$ cat src/rtl/seq_alu.sv
// seq_alu: handshaked execute-stage ALU. Simple ops complete in one cycle;
// MUL (shift-add) and DIVU/REMU (restoring division) iterate WIDTH cycles.
module seq_alu #(
    parameter int WIDTH = 32
) (
    input  logic             clk,
    input  logic             rst,
    input  logic             flush,
    input  logic             in_valid,
    output logic             in_ready,
    input  logic [3:0]       op,
    input  logic [WIDTH-1:0] a,
    input  logic [WIDTH-1:0] b,
    output logic             out_valid,
    input  logic             out_ready,
    output logic [WIDTH-1:0] result,
    output logic             overflow
);

    localparam int SHW = $clog2(WIDTH);

    typedef enum logic [1:0] {S_IDLE, S_BUSY, S_DONE} state_e;

    typedef enum logic [3:0] {
        OP_ADD  = 4'd0,  OP_SUB  = 4'd1,  OP_NOT  = 4'd2,  OP_AND  = 4'd3,
        OP_OR   = 4'd4,  OP_XOR  = 4'd5,  OP_SLT  = 4'd6,  OP_EQ   = 4'd7,
        OP_SLTU = 4'd8,  OP_SLL  = 4'd9,  OP_SRL  = 4'd10, OP_SRA  = 4'd11,
        OP_MUL  = 4'd12, OP_DIVU = 4'd13, OP_REMU = 4'd14, OP_RSVD = 4'd15
    } op_e;

    state_e           state, state_nx;
    op_e              op_in, op_q;
    logic             iterative;
    logic [WIDTH-1:0] sum, diff, alu_res;
    logic             alu_ovf;
    logic [SHW-1:0]   shamt;

    // Iteration registers: x_q = multiplicand / dividend-quotient,
    // y_q = multiplier / divisor, acc_q = product / partial remainder.
    logic [WIDTH-1:0] x_q, y_q, acc_q;
    logic [SHW-1:0]   cnt_q;

    logic [WIDTH-1:0] mul_sum;
    logic [WIDTH:0]   rem_sh;
    logic [WIDTH-1:0] rem_sub, rem_nx, quo_nx;
    logic             div_ge;

    assign op_in     = op_e'(op);
    assign iterative = (op_in == OP_MUL) || (op_in == OP_DIVU) || (op_in == OP_REMU);
    assign sum       = a + b;
    assign diff      = a - b;
    assign shamt     = b[SHW-1:0];

    // Single-cycle ALU result and signed overflow for the presented operands
    always_comb begin
        alu_res = '0;
        alu_ovf = 1'b0;
        case (op_in)
            OP_ADD: begin
                alu_res = sum;
                alu_ovf = (a[WIDTH-1] == b[WIDTH-1]) && (sum[WIDTH-1] != a[WIDTH-1]);
            end
            OP_SUB: begin
                alu_res = diff;
                alu_ovf = (a[WIDTH-1] != b[WIDTH-1]) && (diff[WIDTH-1] != a[WIDTH-1]);
            end
            OP_NOT:  alu_res = ~a;
            OP_AND:  alu_res = a & b;
            OP_OR:   alu_res = a | b;
            OP_XOR:  alu_res = a ^ b;
            OP_SLT:  alu_res = WIDTH'($signed(a) < $signed(b));
            OP_EQ:   alu_res = WIDTH'(a == b);
            OP_SLTU: alu_res = WIDTH'(a < b);
            OP_SLL:  alu_res = a << shamt;
            OP_SRL:  alu_res = a >> shamt;
            OP_SRA:  alu_res = WIDTH'($signed(a) >>> shamt);
            default: alu_res = '0;
        endcase
    end

    // One iteration step of shift-add multiply and restoring division.
    // The remainder never exceeds WIDTH bits once restored (it is < divisor,
    // or a prefix of the dividend when the divisor is zero), so only the
    // shifted trial value needs the extra bit.
    always_comb begin
        mul_sum = acc_q + (y_q[0] ? x_q : '0);
        rem_sh  = {acc_q, x_q[WIDTH-1]};
        div_ge  = rem_sh >= {1'b0, y_q};
        rem_sub = rem_sh[WIDTH-1:0] - y_q;
        rem_nx  = div_ge ? rem_sub : rem_sh[WIDTH-1:0];
        quo_nx  = {x_q[WIDTH-2:0], div_ge};
    end

    // State register
    always_ff @(posedge clk or posedge rst) begin
        if (rst) state <= S_IDLE;
        else     state <= state_nx;
    end

    // Next-state logic; flush overrides every transition
    always_comb begin
        state_nx = state;
        if (flush) begin
            state_nx = S_IDLE;
        end else begin
            case (state)
                S_IDLE:  if (in_valid) state_nx = iterative ? S_BUSY : S_DONE;
                S_BUSY:  if (cnt_q == '0) state_nx = S_DONE;
                S_DONE:  if (out_ready) state_nx = S_IDLE;
                default: state_nx = S_IDLE;
            endcase
        end
    end

    // Handshake outputs decoded from state
    always_comb begin
        in_ready  = (state == S_IDLE) && !rst;
        out_valid = (state == S_DONE);
    end

    // Datapath: operand capture, iteration and result registers
    always_ff @(posedge clk or posedge rst) begin
        if (rst) begin
            result   <= '0;
            overflow <= 1'b0;
            x_q      <= '0;
            y_q      <= '0;
            acc_q    <= '0;
            cnt_q    <= '0;
            op_q     <= OP_ADD;
        end else if (!flush) begin
            case (state)
                S_IDLE: begin
                    if (in_valid) begin
                        op_q <= op_in;
                        if (iterative) begin
                            x_q   <= a;
                            y_q   <= b;
                            acc_q <= '0;
                            cnt_q <= SHW'(WIDTH - 1);
                        end else begin
                            result   <= alu_res;
                            overflow <= alu_ovf;
                        end
                    end
                end
                S_BUSY: begin
                    cnt_q <= cnt_q - SHW'(1);
                    if (op_q == OP_MUL) begin
                        acc_q <= mul_sum;
                        x_q   <= x_q << 1;
                        y_q   <= y_q >> 1;
                    end else begin
                        acc_q <= rem_nx;
                        x_q   <= quo_nx;
                    end
                    if (cnt_q == '0) begin
                        overflow <= 1'b0;
                        if (op_q == OP_MUL)       result <= mul_sum;
                        else if (op_q == OP_DIVU) result <= quo_nx;
                        else                      result <= rem_nx;
                    end
                end
                default: ;
            endcase
        end
    end

endmodule

$ cat config.mk
export PLATFORM = sky130hd
export DESIGN_NAME = seq_alu
export DESIGN_NICKNAME = d
export VERILOG_FILES = /design/src/rtl/seq_alu.sv
export SDC_FILE = /design/constraint.sdc
export NUM_CORES = 1
export LEC_CHECK = 0
export CORE_AREA = 2 2 230 232
export CTS_CLUSTER_DIAMETER = 80
export DETAILED_ROUTE_END_ITERATION = 10
export DIE_AREA = 0 0 232 234
export PLACE_DENSITY_LB_ADDON = 0.3
export SYNTH_ARGS = -nofsm -noshare
export SYNTH_HDL_FRONTEND = slang
export SYNTH_SLANG_ARGS = --single-unit
$ cat constraint.sdc
create_clock -name clk -period 4.85 [get_ports clk]
set_clock_uncertainty 0.05 [all_clocks]
set_input_delay 0.7275 -clock clk [delete_from_list [all_inputs] [get_ports clk]]
set_output_delay 0.7275 -clock clk [all_outputs]
set_load 0.01 [all_outputs]
; ---- Word-level counts from Yosys, hierarchy flattened
; Index checks and enable logic that the tools add are counted.
[totals]
ff_bits = 140
latchBits = 0
mem_bits_rw = 0
romBits = 0
inputBits = 73
output_inout_bits = 35
word_cells = 105
mem_count = 0
[op_classes]
n_addsub = 5
n_mul = 0
n_div = 0
order_cmp = 3
n_eq_ne = 31
shifts = 3
mux = 35
bitwise = 5
reduce_logical = 15
[ops]
columns = operator, count
row1 = $mux 32, 15
row2 = $pmux 32 s12, 1
row3 = $pmux 32 s2, 4
row4 = $add 32x32->32, 2
row5 = $lt 32x32->1, 2
row6 = $sub 32x32->32, 2
row7 = $eq 4x4->1 const B, 9
row8 = $ge 33x32->1, 1
row9 = $and 32x32->32, 1
row10 = $eq 32x32->1, 1
row11 = $not 32->32, 1
row12 = $or 32x32->32, 1
row13 = $shl 32x5->32, 1
row14 = $shr 32x5->32, 1
row15 = $sshr 32x5->32, 1
row16 = $xor 32x32->32, 1
row17 = $eq 4x3->1 const B, 4
row18 = $mux 2, 5
row19 = $mux 5, 2
row20 = $ne 2x2->1 const B, 5
row21 = $pmux 5 s2, 1
row22 = $reduce_and 5->1, 2
row23 = $eq 4x2->1 const B, 2
row24 = $ne 3x3->1 const B, 2
row25 = 20 further kinds, 30

; ---- Depth between registers and ports, before layout
; Gate-level depths: netlist of the first run.
[depth]
word_depth = 7
mapped_depth = 15
depth_no_buf = 13

; ---- Least setup slack after synthesis of the first run
; Ideal clock, no wire load.
[synth_path]
kind = input port to flip-flop
start = input b[3]
end = register result[18]
setup_ps = 126
arrival_ps = 4025
t_required_ps = 4674
setup_slack_ps = 649
stages = 15
n_path_buf = 4
cell_sequence = clkbuf_1 clkinv_1 clkbuf_1 buf_1 ha_1 buf_2 nor2b_1 o31ai_2 a31oi_4 a2111oi_0 nor2_1 xnor2_1 a221oi_1 nor2_1 a221o_1
[synth_via]
elab_chain_cells = 5
elab_cells_between_ends = 9
cone_classes = add/sub (2) / shift (3) / mux (4)
[synth_lines]
columns = element, line_no
row1 = start: declaration, 13  ; input logic [WIDTH-1:0] b,
row2 = "$sub 32x32->32, or another cell as far along", 51  ; assign diff = a - b;
row3 = $pmux 32 s12 (*), 58  ; case (op_in)
row4 = $mux 32 (*), 136  ; if (iterative) begin
row5 = $mux 32 (*), 134  ; if (in_valid) begin
row6 = $pmux 32 s2 (*), 132  ; case (state)
row7 = end signal: assignment, 142  ; result <= alu_res;
row8 = end signal: assignment, 159  ; if (op_q == OP_MUL) result <= mul_sum;
row9 = end signal: assignment, 160  ; else if (op_q == OP_DIVU) result <= quo_nx;
row10 = end: declaration, 16  ; output logic [WIDTH-1:0] result,
; Mark *: on every way between the ends. The rest lies on a longest branch, timed or not. The select of a mux whose other input is x is not followed.
; A chain may end at the register's enable or synchronous reset.

; ---- Worst setup path after layout of the first run
[layout_path]
start = input a[0]
end = register result[8]
[layout_via]
elab_chain_cells = 5
elab_cells_between_ends = 9
cone_classes = add/sub (2) / shift (3) / mux (4)
[layout_lines]
columns = element, line_no
row1 = start: declaration, 12  ; input logic [WIDTH-1:0] a,
row2 = "$sub 32x32->32, or another cell as far along", 51
row3 = $pmux 32 s12 (*), 58
row4 = $mux 32 (*), 136
row5 = $mux 32 (*), 134
row6 = $pmux 32 s2 (*), 132
; Marks and branches as above.

==> impl_metrics.env, run 1 <==
export IMPL_min_period_ns=4.56
export IMPL_r2r_start="x_q[31]"
export IMPL_syn_nets=3048
export IMPL_cp_max_fo=4
export IMPL_routed_wl_um=98500
export IMPL_ff_latch_area_um2=3500
export IMPL_r2r_cells=14
export IMPL_grt_ovfl_total=0
export IMPL_start_kind="primary input"
export IMPL_grt_first_pass_wirelength_um=144000
export IMPL_dr_pass1_iters=9
export IMPL_n_antenna_cell=0
export IMPL_drc=0
export IMPL_areaGrowthSynthToFinish_pct=13.1
export IMPL_synth_cells=2801
export IMPL_grt_use_total_pct=35.5
export IMPL_hold_violations=0
export IMPL_first_global_vias=21800
export IMPL_finish_utilization_pct=44.7
export IMPL_cts_resized_gates=0
export IMPL_clk_pin_slew_ns=0.06
export IMPL_yosysMostFrequentCell="nand2_1"
export IMPL_end_kind="flip-flop"
export IMPL_cts_sinks=140
export IMPL_vias_per_cell=6.57
export IMPL_drive_above_1_share_pct=10.2
export IMPL_fmax_mhz=220
export IMPL_crit_type="in2reg"
export IMPL_fp_row_count=84
export IMPL_fillers=5319
export IMPL_htreeDepth=4
export IMPL_ys_warn_count=0
export IMPL_pin_count=108
export IMPL_vias=23200
export IMPL_wl_per_cell_um=27.8
export IMPL_crit_end="result[8]"
export IMPL_gp_congestion=1.03
export IMPL_synth_area_leaders="dfrtp_1, ha_1, nand2_1, a21oi_1, o21ai_0"
export IMPL_max_slew_margin_pct=16.5
export IMPL_cts_buffers=17
export IMPL_drtAntennaViolNets=0
export IMPL_p_leak_nw=9.85
export IMPL_synth_ff_type="dfrtp_1"
export IMPL_ys_seq_area_share_pct=17.1
export IMPL_post_cts_setup_buffer_count=0
export IMPL_synth_top_area_share_pct=17.1
export IMPL_antenna_found_initial=1
export IMPL_rr_endpoint="result[28]"
export IMPL_synth_cell_type_count=98
export IMPL_min_period_over_period_pct=93.9
export IMPL_async_flop_share_pct=100
export IMPL_synth_edff_count=0
export IMPL_clockRootBuffer="clkbuf_16"
export IMPL_core_area_um2=52000
export IMPL_dieArea_um2=54300
export IMPL_timing_setup_tns_ns=0
export IMPL_status="completed"
export IMPL_cts_max_path_buffers=2
export IMPL_r2r_slack_ns=0.50
export IMPL_start_util_pct=39.5
export IMPL_crit_arrival_ns=4.82
export IMPL_finalMaxSlewViolations=0
export IMPL_cts_hold_buffers=0
export IMPL_hpwl_um=76100
export IMPL_cp_startpoint="a[0]"
export IMPL_post_synth_cell_area_avg_um2=7.33
export IMPL_die_y_um=234
export IMPL_place_inst=3510
export IMPL_powerDensity_nw_per_um2=431
export IMPL_stdcell_count=3541
export IMPL_vdd_ir_drop_max_v=0.000209
export IMPL_finalPower_mw=10.0
export IMPL_drt_iter0_drc=2803
export IMPL_port_buffers=107
export IMPL_synth_seq_cells=140
export IMPL_grt_max_degree=76
export IMPL_multi_input_area_um2=15600
export IMPL_nets=3088
export IMPL_worstHoldPathType="reg2reg"
export IMPL_synthesis_area_um2=20500
export IMPL_rsz0062_at_grt="no"
export IMPL_finalSetupViolations=0
export IMPL_cap_violations=0
export IMPL_clk_latency_ns=0.46
export IMPL_crit_required_ns=5.11
export IMPL_synthTopCellsByCount="nand2_1, nor2_1, a21oi_1, o21ai_0, ha_1"
export IMPL_worst_pin_slew_ns=1.22
export IMPL_yosysTopAreaCell="dfrtp_1"
export IMPL_cts_tree="done"
export IMPL_dieWidth_um=232
[logic make-up (layout without fill, tap and decap cells)]
family | Yosys count | after routing | share of synthesized area [%]
AO/OA/AOI/OAI | 994 | 994 | 31.9
buffers and inverters | 375 | 427 | 7.43
AND/OR/NAND/NOR | 918 | 918 | 20.2
multiplexers | 132 | 132 | 9.74
flip-flops | 140 | 140 | 17.1
adder cells (fa/ha/maj) | 174 | 174 | 10.8
XOR/XNOR | 68 | 68 | 2.90
[placed cells by master, fill, tap and decap left out, drive strengths merged, types with 63 or more instances in the layout]
master	count
dfrtp	140
inv	157
nand2	365
a31oi	63
o21ai	243
a21oi	243
buf	139
clkdlybuf4s50	102
nor2	256
ha	170
[cell type report]
cell class,instances,area share [%]
Sequential cell,140,15.1
Inverter,155,2.53
Clock inverter,12,0.598
Clock buffer,19,1.91
Tap cell,688,3.71
Multi-Input combinational cell,2286,67.0
Timing Repair Buffer,241,9.17
[worst max-delay path, cell delays in order]
cell,delay [ns]
clkdlybuf4s50_1,0.62
inv_1,0.19
ha_1,0.18
inv_1,0.06
fa_1,0.42
nor3b_1,0.19
o31ai_2,0.35
nand3b_1,0.17
a221oi_1,0.32
o21ai_0,0.20
a2111oi_0,1.08
buf_4,0.24
o21ai_0,0.07
[registers in the layout (all words and copies together), names as in the netlist]
signal and count:
result 32, op_q 4, y_q 32, x_q 32
acc_q 32, state 2, cnt_q 5, overflow 1
[layer usage]
metal | wire length, µm | global-route usage [%]
met5 | 15 | 0
met4 | 4210 | 14.0
met2 | 44300 | 57.0
met1 | 42100 | 48.3
met3 | 7830 | 4.91
[through the flow]
stage / hold WS (ns) / instance area [µm²] / setup WS (ns)
after global routing: 0.494 / 23200 / 0.270
after CTS: 0.459 / 23200 / 0.504
after detailed placement: 0.447 / 22600 / 0.0494
after global placement: 0.430 / 22600 / 0.0459
final: 0.460 / 23200 / 0.294
after floorplan: 0.404 / 20500 / 0.320
[power by group]
part / internal (mW) / switching (mW) / total [mW]
Combinational: 2.40 / 3.99 / 6.39
Sequential: 1.65 / 0.622 / 2.28
Clock: 0.774 / 0.574 / 1.35
Total: 4.82 / 5.19 / 10.0
[worst min-delay path by stage]
stage	start	cells after the start	slack, ns	to
floorplan	cnt_q[4]	1	0.40	cnt_q[4]
global placement	cnt_q[4]	1	0.43	cnt_q[4]
detailed placement	cnt_q[4]	1	0.45	cnt_q[4]
CTS	cnt_q[4]	1	0.46	cnt_q[4]
global route	result[2]	2	0.49	result[2]
finish	cnt_q[4]	1	0.46	cnt_q[4]
Power figures use the tool's default switching activity.
==> run 2: changes to the inputs <==
CORE_AREA = 5 5 233 235   (was 2 2 230 232)
DIE_AREA = 0 0 238 240   (was 0 0 232 234)
MAX_ROUTING_LAYER = met4   (was default)
==> run 2 against run 1 <==
  * First-iteration DRC count grew 6.3%
  * Largest cell class unchanged
  * Routed wire length about the same
  * Combinational power is 0.8% higher
  * Critical path type is now reg2reg
==> impl_metrics.env, run 2 (synthesis gave the netlist of run 1 again) <==
export IMPL_clk_pin_slew_ns=0.07
export IMPL_vias_per_cell=6.53
export IMPL_end_kind="flip-flop"
export IMPL_min_period_ns=4.31
export IMPL_cp_startpoint="x_q[31]"
export IMPL_first_global_vias=21900
export IMPL_routed_wl_um=98500
export IMPL_cts_sinks=140
export IMPL_start_util_pct=39.5
export IMPL_post_cts_setup_buffer_count=0
export IMPL_grt_first_pass_wirelength_um=144000
export IMPL_r2r_start="x_q[31]"
export IMPL_cts_max_path_buffers=2
export IMPL_finalPower_mw=10.0
export IMPL_areaGrowthSynthToFinish_pct=13.2
export IMPL_final_common_cell="nand2_1"
export IMPL_fmax_mhz=232
export IMPL_slowest_delay_ns=0.70
export IMPL_grt_ovfl_total=0
export IMPL_vias=23100
export IMPL_drive_above_1_share_pct=10.2
export IMPL_multi_input_area_um2=15600
export IMPL_cpLargestDelayFamily="compound AO/OA/AOI/OAI gates"
export IMPL_port_buffers=107
export IMPL_fin_area_um2=23200
export IMPL_rsz0062_at_grt="no"
export IMPL_fp_row_count=84
export IMPL_crit_required_ns=5.09
export IMPL_power_frac_seq_pct=22.7
export IMPL_start_kind="flip-flop"
export IMPL_mostFrequentLayoutCells="nand2_1, nor2_1, a21oi_1"
export IMPL_status="completed"
export IMPL_finalMaxSlewViolations=0
export IMPL_cp_slowest_cell="o311ai_0"
export IMPL_drtAntennaViolNets=0
export IMPL_finalSetupViolations=0
export IMPL_max_slew_margin_pct=28.6
export IMPL_place_area_um2=22700
export IMPL_crit_type="reg2reg"
export IMPL_grt_use_total_pct=34.0
export IMPL_crit_top_cell="o21ai_0"
export IMPL_critPathBufInv=2
export IMPL_worst_pin_slew_ns=1.06
export IMPL_die_y_um=240
export IMPL_hold_violations=0
export IMPL_cts_hold_buffers=0
export IMPL_place_inst=3511
export IMPL_p_int_mw=4.82
export IMPL_powerDensity_nw_per_um2=431
export IMPL_drt_iter0_drc=2980
export IMPL_min_period_over_period_pct=88.9
export IMPL_cts_buffers=17
export IMPL_core_area_um2=52000
export IMPL_crit_arrival_ns=4.55
export IMPL_worstHoldStart="cnt_q[4]"
export IMPL_drc=0
export IMPL_ff_latch_area_um2=3500
export IMPL_timing_setup_tns_ns=0
export IMPL_pin_count=108
export IMPL_cap_violations=0
export IMPL_nets=3089
export IMPL_p_switching_mw=5.20
export IMPL_dr_pass1_iters=7
export IMPL_cts_tree="done"
export IMPL_worstHoldPathType="reg2reg"
export IMPL_path_cells="inv_1, ha_1, inv_1, fa_1, nand3_1, a21oi_1, o21ai_0, a31oi_1, o21ai_0, a311oi_1, xor2_1, o311ai_0, o21ai_0"
export IMPL_grt_max_degree=82
export IMPL_gp_congestion=1.04
export IMPL_htreeDepth=4
export IMPL_dieArea_um2=57100
export IMPL_hpwl_um=76900
export IMPL_clockRootBuffer="clkbuf_16"
export IMPL_cts_resized_gates=0
export IMPL_wl_per_cell_um=27.8
export IMPL_dieWidth_um=238
export IMPL_power_frac_comb_pct=64.3
export IMPL_clk_latency_ns=0.44
export IMPL_vdd_ir_drop_max_v=0.000195
export IMPL_antenna_found_initial=2
export IMPL_p_leak_nw=9.85
export IMPL_fillers=5345
export IMPL_fin_hold_ws_ns=0.460
export IMPL_cp_max_fo=4
export IMPL_switching_share_pct=51.9
export IMPL_clkPwrFrac_pct=13.0
export IMPL_stdcell_count=3545
## run 2: changes by cell type in the layout (fill, tap and decap cells not counted), sizes merged
| cell | before | now |
|---|---|---|
| buf | 139 | 140 |
| clkbuf | 19 | 21 |
| clkinv | 4 | 6 |
| clkinvlp | 4 | 5 |
| diode | 0 | 2 |
| inv | 157 | 153 |
## run 2: routing by layer
metal  track usage (%)  share of wire [%]  vias to the layer above
met1              46.4                 43                    11400
met3              3.62                7.6                      179
met5                 -                  0                        -
met2              52.7                 45                     1216
met4              12.3                4.4                        0
li1                  -                  -                    10400
## run 2: worst register-to-register path, cell delays in order (launching register included)
cell and delay [ns]:
dfrtp_1 0.52, inv_1 0.13, ha_1 0.23, inv_1 0.07, fa_1 0.25, nand3_1 0.12
a21oi_1 0.26, o21ai_0 0.21, a31oi_1 0.64, o21ai_0 0.22, a311oi_1 0.37, xor2_1 0.19
o311ai_0 0.70, o21ai_0 0.21
## run 2: power groups by stage
stage               Sequential (mW)  Clock, mW  Combinational, mW
CTS                            2.25       1.30               6.28
detailed placement             2.27          0               6.23
global placement               2.24          0               6.21
floorplan                      2.04          0               4.31
finish                         2.28       1.30               6.44
global route                   2.33       1.35               6.97
## run 2: final timing paths
| check | depth (start not counted) | slack, ns | end |
|---|---|---|---|
| worst min-delay path | 1 | 0.46 | cnt_q[4] |
| min in group asynchronous | 2 | 0.72 | op_q[1] |
| max in group asynchronous | 3 | 3.13 | y_q[4] |
| worst max register to register | 13 | 0.54 | result[28] |
| worst max-delay path | 13 | 0.54 | result[28] |
| worst min register to register | 1 | 0.46 | cnt_q[4] |
## run 2: cell type report
type,count,area share (%)
Antenna cell,2,0.0215
Clock buffer,21,1.89
Clock inverter,11,0.522
Inverter,155,2.52
Multi-Input combinational cell,2286,67.0
Sequential cell,140,15.1
Tap cell,688,3.70
Timing Repair Buffer,242,9.30
## run 2: metrics by stage
stage / utilization, % / setup slack (ns)
finish: 44.7 / 0.536
global route: 44.7 / 0.406
CTS: 44.7 / 0.605
detailed placement: 43.6 / 0.165
global placement: 43.6 / 0.204
floorplan: - / 0.320
